===== src/rtl/regfile_writeback.sv =====
// regfile_writeback
//
// Owns the register-file write port. Two producers (ALU on channel A and the
// load unit on channel B) offer results over valid/ready handshakes. A
// round-robin arbiter accepts at most one result per cycle into an in-order
// write queue. The queue retires one entry per cycle onto we/wa/wd unless
// hold is asserted. While writes are pending, the block supplies bypass data
// for two read addresses so operand fetch never sees a stale register.
//
// Ports
//   clk, rst_n                 clock, asynchronous active-low reset
//   a_valid/a_ready/a_addr/a_data   ALU result channel
//   b_valid/b_ready/b_addr/b_data   load result channel
//   hold                       suppress retirement this cycle
//   we, wa, wd                 register-file write port (head of queue)
//   ra1, ra2                   read addresses being fetched
//   byp1_hit/byp1_data         youngest pending write matching ra1
//   byp2_hit/byp2_data         youngest pending write matching ra2
//   pending                    number of queued writes
module regfile_writeback #(
    parameter int DATA_W = 8,
    parameter int ADDR_W = 2,
    parameter int DEPTH  = 4
) (
    input  logic                       clk,
    input  logic                       rst_n,
    input  logic                       a_valid,
    output logic                       a_ready,
    input  logic [ADDR_W-1:0]          a_addr,
    input  logic [DATA_W-1:0]          a_data,
    input  logic                       b_valid,
    output logic                       b_ready,
    input  logic [ADDR_W-1:0]          b_addr,
    input  logic [DATA_W-1:0]          b_data,
    input  logic                       hold,
    output logic                       we,
    output logic [ADDR_W-1:0]          wa,
    output logic [DATA_W-1:0]          wd,
    input  logic [ADDR_W-1:0]          ra1,
    input  logic [ADDR_W-1:0]          ra2,
    output logic                       byp1_hit,
    output logic [DATA_W-1:0]          byp1_data,
    output logic                       byp2_hit,
    output logic [DATA_W-1:0]          byp2_data,
    output logic [$clog2(DEPTH+1)-1:0] pending
);

    localparam int PTR_W = $clog2(DEPTH);
    localparam int CNT_W = $clog2(DEPTH+1);

    // Queue storage carries no reset: only entries below count are ever used.
    logic [ADDR_W-1:0] q_addr [DEPTH];
    logic [DATA_W-1:0] q_data [DEPTH];

    logic [PTR_W-1:0]  head;
    logic [PTR_W-1:0]  tail;
    logic [CNT_W-1:0]  count;
    logic              last_b;   // 1 when the most recent accept came from B

    logic              full;
    logic              empty;
    logic              grant_a;
    logic              grant_b;
    logic              push;
    logic              pop;
    logic [ADDR_W-1:0] push_addr;
    logic [DATA_W-1:0] push_data;

    assign full  = (count == CNT_W'(DEPTH));
    assign empty = (count == '0);

    // On a tie, the source that did not win last time gets the grant.
    assign grant_a = a_valid & (~b_valid | last_b);
    assign grant_b = b_valid & (~a_valid | ~last_b);

    // Ready depends only on registered occupancy, so a full queue refuses
    // even when it is popping this cycle.
    assign a_ready = ~full & grant_a;
    assign b_ready = ~full & grant_b;

    assign push      = a_ready | b_ready;
    assign push_addr = a_ready ? a_addr : b_addr;
    assign push_data = a_ready ? a_data : b_data;

    // Retire the head; the pop coincides with the register-file capture edge.
    assign pop     = ~empty & ~hold;
    assign we      = pop;
    assign wa      = pop ? q_addr[head] : '0;
    assign wd      = pop ? q_data[head] : '0;
    assign pending = count;

    always_ff @(posedge clk or negedge rst_n) begin
        if (!rst_n) begin
            head   <= '0;
            tail   <= '0;
            count  <= '0;
            last_b <= 1'b1;
        end else begin
            if (push) begin
                tail   <= tail + PTR_W'(1);
                last_b <= b_ready;
            end
            if (pop) begin
                head <= head + PTR_W'(1);
            end
            case ({push, pop})
                2'b10:   count <= count + CNT_W'(1);
                2'b01:   count <= count - CNT_W'(1);
                default: count <= count;
            endcase
        end
    end

    always_ff @(posedge clk) begin
        if (push) begin
            q_addr[tail] <= push_addr;
            q_data[tail] <= push_data;
        end
    end

    // Walk valid entries from oldest to youngest; a later match overrides an
    // earlier one, leaving the youngest matching data. The head entry being
    // retired this cycle is still included.
    always_comb begin
        byp1_hit  = 1'b0;
        byp1_data = '0;
        byp2_hit  = 1'b0;
        byp2_data = '0;
        for (int i = 0; i < DEPTH; i++) begin
            if (CNT_W'(i) < count) begin
                if (q_addr[head + PTR_W'(i)] == ra1) begin
                    byp1_hit  = 1'b1;
                    byp1_data = q_data[head + PTR_W'(i)];
                end
                if (q_addr[head + PTR_W'(i)] == ra2) begin
                    byp2_hit  = 1'b1;
                    byp2_data = q_data[head + PTR_W'(i)];
                end
            end
        end
    end

endmodule


===== config.mk =====
export PLATFORM = sky130hd
export DESIGN_NAME = regfile_writeback
export DESIGN_NICKNAME = d
export VERILOG_FILES = /design/src/rtl/regfile_writeback.sv
export SDC_FILE = /design/constraint.sdc
export NUM_CORES = 1
export LEC_CHECK = 0
export ABC_AREA = 1
export CORE_AREA = 2 2 123 77
export DETAILED_ROUTE_END_ITERATION = 16
export DIE_AREA = 0 0 125 79
export PLACE_DENSITY_LB_ADDON = 0.15
export RECOVER_POWER = 100
export SYNTH_ARGS = -nofsm -noshare
export SYNTH_HDL_FRONTEND = slang
export SYNTH_SLANG_ARGS = --single-unit

===== constraint.sdc =====
create_clock -name clk -period 6 [get_ports clk]
set_clock_uncertainty 0.1 [all_clocks]
set_input_delay 1.8 -clock clk [delete_from_list [all_inputs] [get_ports clk]]
set_output_delay 1.8 -clock clk [all_outputs]
set_load 0.02 [all_outputs]

* After elaboration in Yosys (flattened, before gate mapping)
Memories as Yosys holds them, arrays and structs flattened.
Cells that the tools add are included.
** Storage, ports and cells
- Logic and storage cells :: 82
- Memory bits (writable) :: 40
- ROM bits :: 0
- Memories kept :: 2
- Input bits :: 29
- Register bits :: 8
- Bits in latches :: 0
** Memories
- q_data :: depth 4, bits a word 8, read ports 4, clocked after Yosys merged registers in 0, wr ports 1, line 53 : logic [DATA_W-1:0] q_data [DEPTH];
- q_addr :: depth 4, bits a word 2, read ports 4, clocked after Yosys merged registers in 0, wr ports 1, line 52 : logic [ADDR_W-1:0] q_addr [DEPTH];
** Cells by class
- Reduce and logical (&&, ||, !) cells :: 2
- Muxes and demuxes :: 39
- Bitwise gates (word level) :: 14
- $mul :: 0
- Eq/ne operators :: 11
- Shift operators :: 0
- Add/sub/neg operators :: 6
- Divide/modulo/power cells :: 0
- $lt $le $gt $ge :: 4
** Operators with widths (count)
- $mux W8 :: 18
- $mux W1 :: 18
- $eq A2 B2 Y1 :: 8
- $lt A1 B3 Y1 const A :: 2
- $lt A2 B3 Y1 const A :: 2
- $not A1 Y1 :: 6
- $pmux W3 S2 :: 1
- $and A1 B1 Y1 :: 5
- $add A2 B1 Y2 const B :: 2
- $add A2 B2 Y2 const B :: 2
- $mux W2 :: 2
- $add A3 B1 Y3 const B :: 1
- $eq A3 B3 Y1 const B :: 1
- $logic_not A3 Y1 :: 1
- $or A1 B1 Y1 :: 3
- $sub A3 B1 Y3 const B :: 1
- $eq A2 B1 Y1 const B :: 1
- $eq A2 B2 Y1 const B :: 1
- $reduce_bool A2 Y1 :: 1

* Longest topological paths before layout
An unclocked memory read counts as a cell.
- Word-level depth :: 10
- Gate-level depth with buffers :: 13
- Depth with buffers taken out :: 12

* Worst setup path after synthesis
Ideal clock, no wire load.
- Kind :: input port to output port
- From :: input port hold
- To :: output port wa[0]
- Stages :: 3
- Arrival :: 3.139 ns
- Slack :: 0.961 ns
- Data required time :: 4.100 ns
- Path through :: a21oi_1 > clkinv_1 > nor2_1
** On the way
- Cells in the longest elaborated chain, start to end :: 3
** Ends and longest elaborated chain
- start: declaration :: line 35 : input logic hold,
- $not A1 Y1 :: line 86 : assign pop = ~empty & ~hold;
- $and A1 B1 Y1 :: line 86
- $mux W2 :: line 88 : assign wa = pop ? q_addr[head] : '0;
- end: declaration :: line 37 : output logic [ADDR_W-1:0] wa,
Every way passes these cells.

* Final worst setup path
- From :: input port ra2[0]
- To :: output port byp2_data[4]
** On the way
- Cells in the longest elaborated chain, start to end :: 9
- Elaborated cells on any way between the ends :: 12
** Ends and longest elaborated chain
- start: declaration :: line 40 : input logic [ADDR_W-1:0] ra2,
- $eq A2 B2 Y1 :: line 135 : if (q_addr[head + PTR_W'(i)] == ra2) begin
- $mux W8 :: line 135
- $mux W8 :: line 130 : if (CNT_W'(i) < count) begin
- $mux W8 :: line 135
- $mux W8 :: line 130
- $mux W8 :: line 135
- $mux W8 :: line 130
- $mux W8 :: line 135
- $mux W8 * :: line 130
- end: declaration :: line 44 : output logic [DATA_W-1:0] byp2_data,
Mark *: on every way between the ends. The rest lies on a longest branch, timed or not.

==> flow_metrics.py <==
metrics = {
    "run_status": {
        "status": "complete, no violations",
    },
    "global_routing": {
        "grt.overflow.total": 0,
        "grt_pass1_vias": 3330,
        "grt_max_degree": 60,
        "grt_pass1_wl_um": 17600,
        "antenna_found_initial": 0,
        "track_usage_pct": 22.4,
    },
    "worst_setup_path": {
        "rrSetupSlack_ns": 2.64,
        "path_buf_inv": 3,
        "cp-start-kind": "input pin",
        "crit_path_frequent_cell": "nand3_1",
        "r2r-end": "q_data[2][3]$_DFFE_PP_",
        "worstPathMaxFanout": 9,
        "crit_required_ns": 4.10,
        "crit_path_cell_trace": "clkdlybuf4s50_1 > inv_1 > nand3_1 > nand3_1 > nor2_4 > nand3_1 > nand3_1 > nand2_1 > nand2_1 > dlygate4sd3_1",
        "worst-setup-path-type": "in -> out",
        "r2r-start": "pending[0]$_DFFE_PN0P_",
        "cp.arrival_ns": 3.92,
        "ff2ff_path_depth": 8,
        "cpMaxStageDelayCell": "dlygate4sd3_1",
        "slowest_delay_ns": 0.66,
        "crit_family": "buffers and inverters",
        "critPathCaptureType": "output pin",
    },
    "sta": {
        "fin_tns_setup_ns": 0,
        "fmax_mhz": 172,
        "holdWs_ns": 0.382,
        "slew_headroom_pct": 33.9,
        "grt_setup_unrepaired": "false",
        "final-hold-violation-count": 0,
        "setup_viol": 0,
        "fin_ws_ns": 0.177,
        "slew_violations": 0,
        "period_share_pct": 97.1,
        "worst_pin_slew_ns": 0.988,
        "layout_min_cycle_time_ns": 5.82,
    },
    "placement": {
        "numPortBuffers": 62,
        "dpl_worst_slack_ns": 0.170,
        "gp_congestion": 0.931,
        "post-dp-hpwl_um": 8280,
        "dp.cells": 731,
    },
    "layout": {
        "final_cell_count_no_fill": 739,
        "n_fill_cell": 883,
        "syn2layout_area_growth_pct": 22.2,
        "drive_above_1_share_pct": 5.62,
        "diodes": 0,
        "fin_nets": 660,
    },
    "min_path": {
        "hold_start": "last_b$_DFFE_PN1P_",
        "hold_path_class": "reg -> reg",
        "min_path_cells": 2,
        "min_to": "last_b$_DFFE_PN1P_",
    },
    "yosys": {
        "synth-seq-cells": 48,
        "yosys_warnings": 0,
        "synthXorXnorAreaFrac_pct": 1.60,
        "synth_compound_area_share_pct": 8.95,
        "synth_cell_types": 30,
        "synthCells": 569,
        "syn_area_um2": 3830,
        "syn_area_per_cell_um2": 6.73,
        "seq_area_frac_synth_pct": 36.6,
        "synthMuxAreaShare_pct": 0,
        "yosys.area_share.adder_pct": 2.94,
        "yosys.area_share.simple_pct": 41.8,
        "synth_nets": 607,
        "synth_top_family_by_area": "simple AND/OR/NAND/NOR gates",
    },
    "floorplan": {
        "initial_core_util_pct": 43.3,
        "die_x_um": 125,
        "coreArea_um2": 8850,
        "row_count": 27,
        "num_io_pins": 63,
        "dieArea_um2": 9880,
        "die_h_um": 79,
    },
    "drt": {
        "drt-vias-per-instance": 5.17,
        "drt_iter0_markers": 364,
        "num_vias": 3824,
        "drc": 0,
        "wl_per_cell_um": 14.5,
        "ant_nets": 0,
        "drt-total-wl_um": 10700,
        "first_pass_iters": 5,
    },
    "clock_tree": {
        "htreeDepth": 2,
        "cts_setup_buffers": 0,
        "clock_latency_ns": 0.29,
        "cts_buffer_depth": 2,
        "cts_tree": "yes",
        "cts.reportedPaths.clkPinSlew_ns": 0.06,
        "cts.sinks": 48,
        "numCtsBuffers": 5,
        "cts_root_buf": "clkbuf_16",
    },
    "flow_run": {
        "drv_cap": 0,
    },
}
cell type report:
class	count	area, um2	area share [%]
repair buffers	70	673	14.4
clock inverters	2	35.0	0.748
well taps	116	145	3.10
clock buffers	6	129	2.75
multi-input cells	451	2120	45.4
flip-flops and latches	48	1400	30.0
inverters	46	173	3.69
layout by cell type (no fill, tap or decap), types with 5 or more instances in the layout:
cell,Yosys,layout
nand2_1,219,219
buf_4,3,6
clkbuf_16,0,5
dfrtp_1,7,7
dlygate4sd3_1,0,20
ha_1,9,9
o21ai_0,61,61
clkdlybuf4s50_1,0,42
nand4_1,16,16
edfxtp_1,40,40
nand3_1,60,60
nor2_1,55,55
inv_1,43,43
or2_2,6,6
xor2_1,5,5
registers in the layout, summed over array words and instances, names as in the netlist:
name     cells
pending      3
head         2
tail         2
q_data      32
q_addr       8
last_b       1
tightest hold or removal path, cell delays in order (launching register included):
cell	delay, ns
dfstp_2	0.38
nand2_1	0.06
nand2_1	0.05
timing repair:
item | in CTS | in global routing
setup endpoints to repair | 0 | 12
hold buffers | 0 | 0
resized for setup | 0 | 2
Yosys cell counts (all sizes together):
master | count | area, um2
buf | 18 | 115
nand3 | 62 | 335
dfstp | 1 | 26.3
nand4 | 18 | 125
edfxtp | 40 | 1200
o21a | 1 | 7.51
or2 | 6 | 37.5
clkinv | 1 | 3.75
a21oi | 2 | 10.0
o21ai | 62 | 314
nand2 | 223 | 847
a21boi | 1 | 11.3
xor2 | 5 | 43.8
nor2 | 57 | 219
xnor2 | 2 | 17.5
ha | 9 | 113
dfrtp | 7 | 175
clkbuf | 6 | 22.5
inv | 45 | 169
nor3 | 3 | 37.5
stage by stage:
step	area, um2	utilization [%]
floorplan	3830	-
global placement	4520	51.1
detailed placement	4520	51.1
CTS	4680	52.9
global route	4680	52.9
finish	4680	52.9
layer usage:
metal,wire length [um],track usage [%]
met1,5930,36.7
met3,777,3.44
met4,57,4.00
met5,0,0
met2,3950,30.5
logic make-up after synthesis:
group | after synthesis
AND/OR/NAND/NOR | 369
XOR/XNOR | 7
adder cells (fa/ha/maj) | 9
flip-flops | 48
buffers and inverters | 70
AO/OA/AOI/OAI | 66
how the worst max path moves through the flow:
stage / cells past startpoint / startpoint / to
3_5_place_dp: 10 / ra2[1] / byp2_data[6]
5_1_grt: 11 / ra1[1] / byp1_data[0]
4_1_cts: 10 / ra2[1] / byp2_data[6]
2_1_floorplan: 3 / hold / wa[0]
3_3_place_gp: 10 / ra2[1] / byp2_data[6]
6_report: 10 / ra2[0] / byp2_data[4]
Power is not shown: default switching activity piles up to over one toggle a cycle in this logic, so the estimate is an artifact.
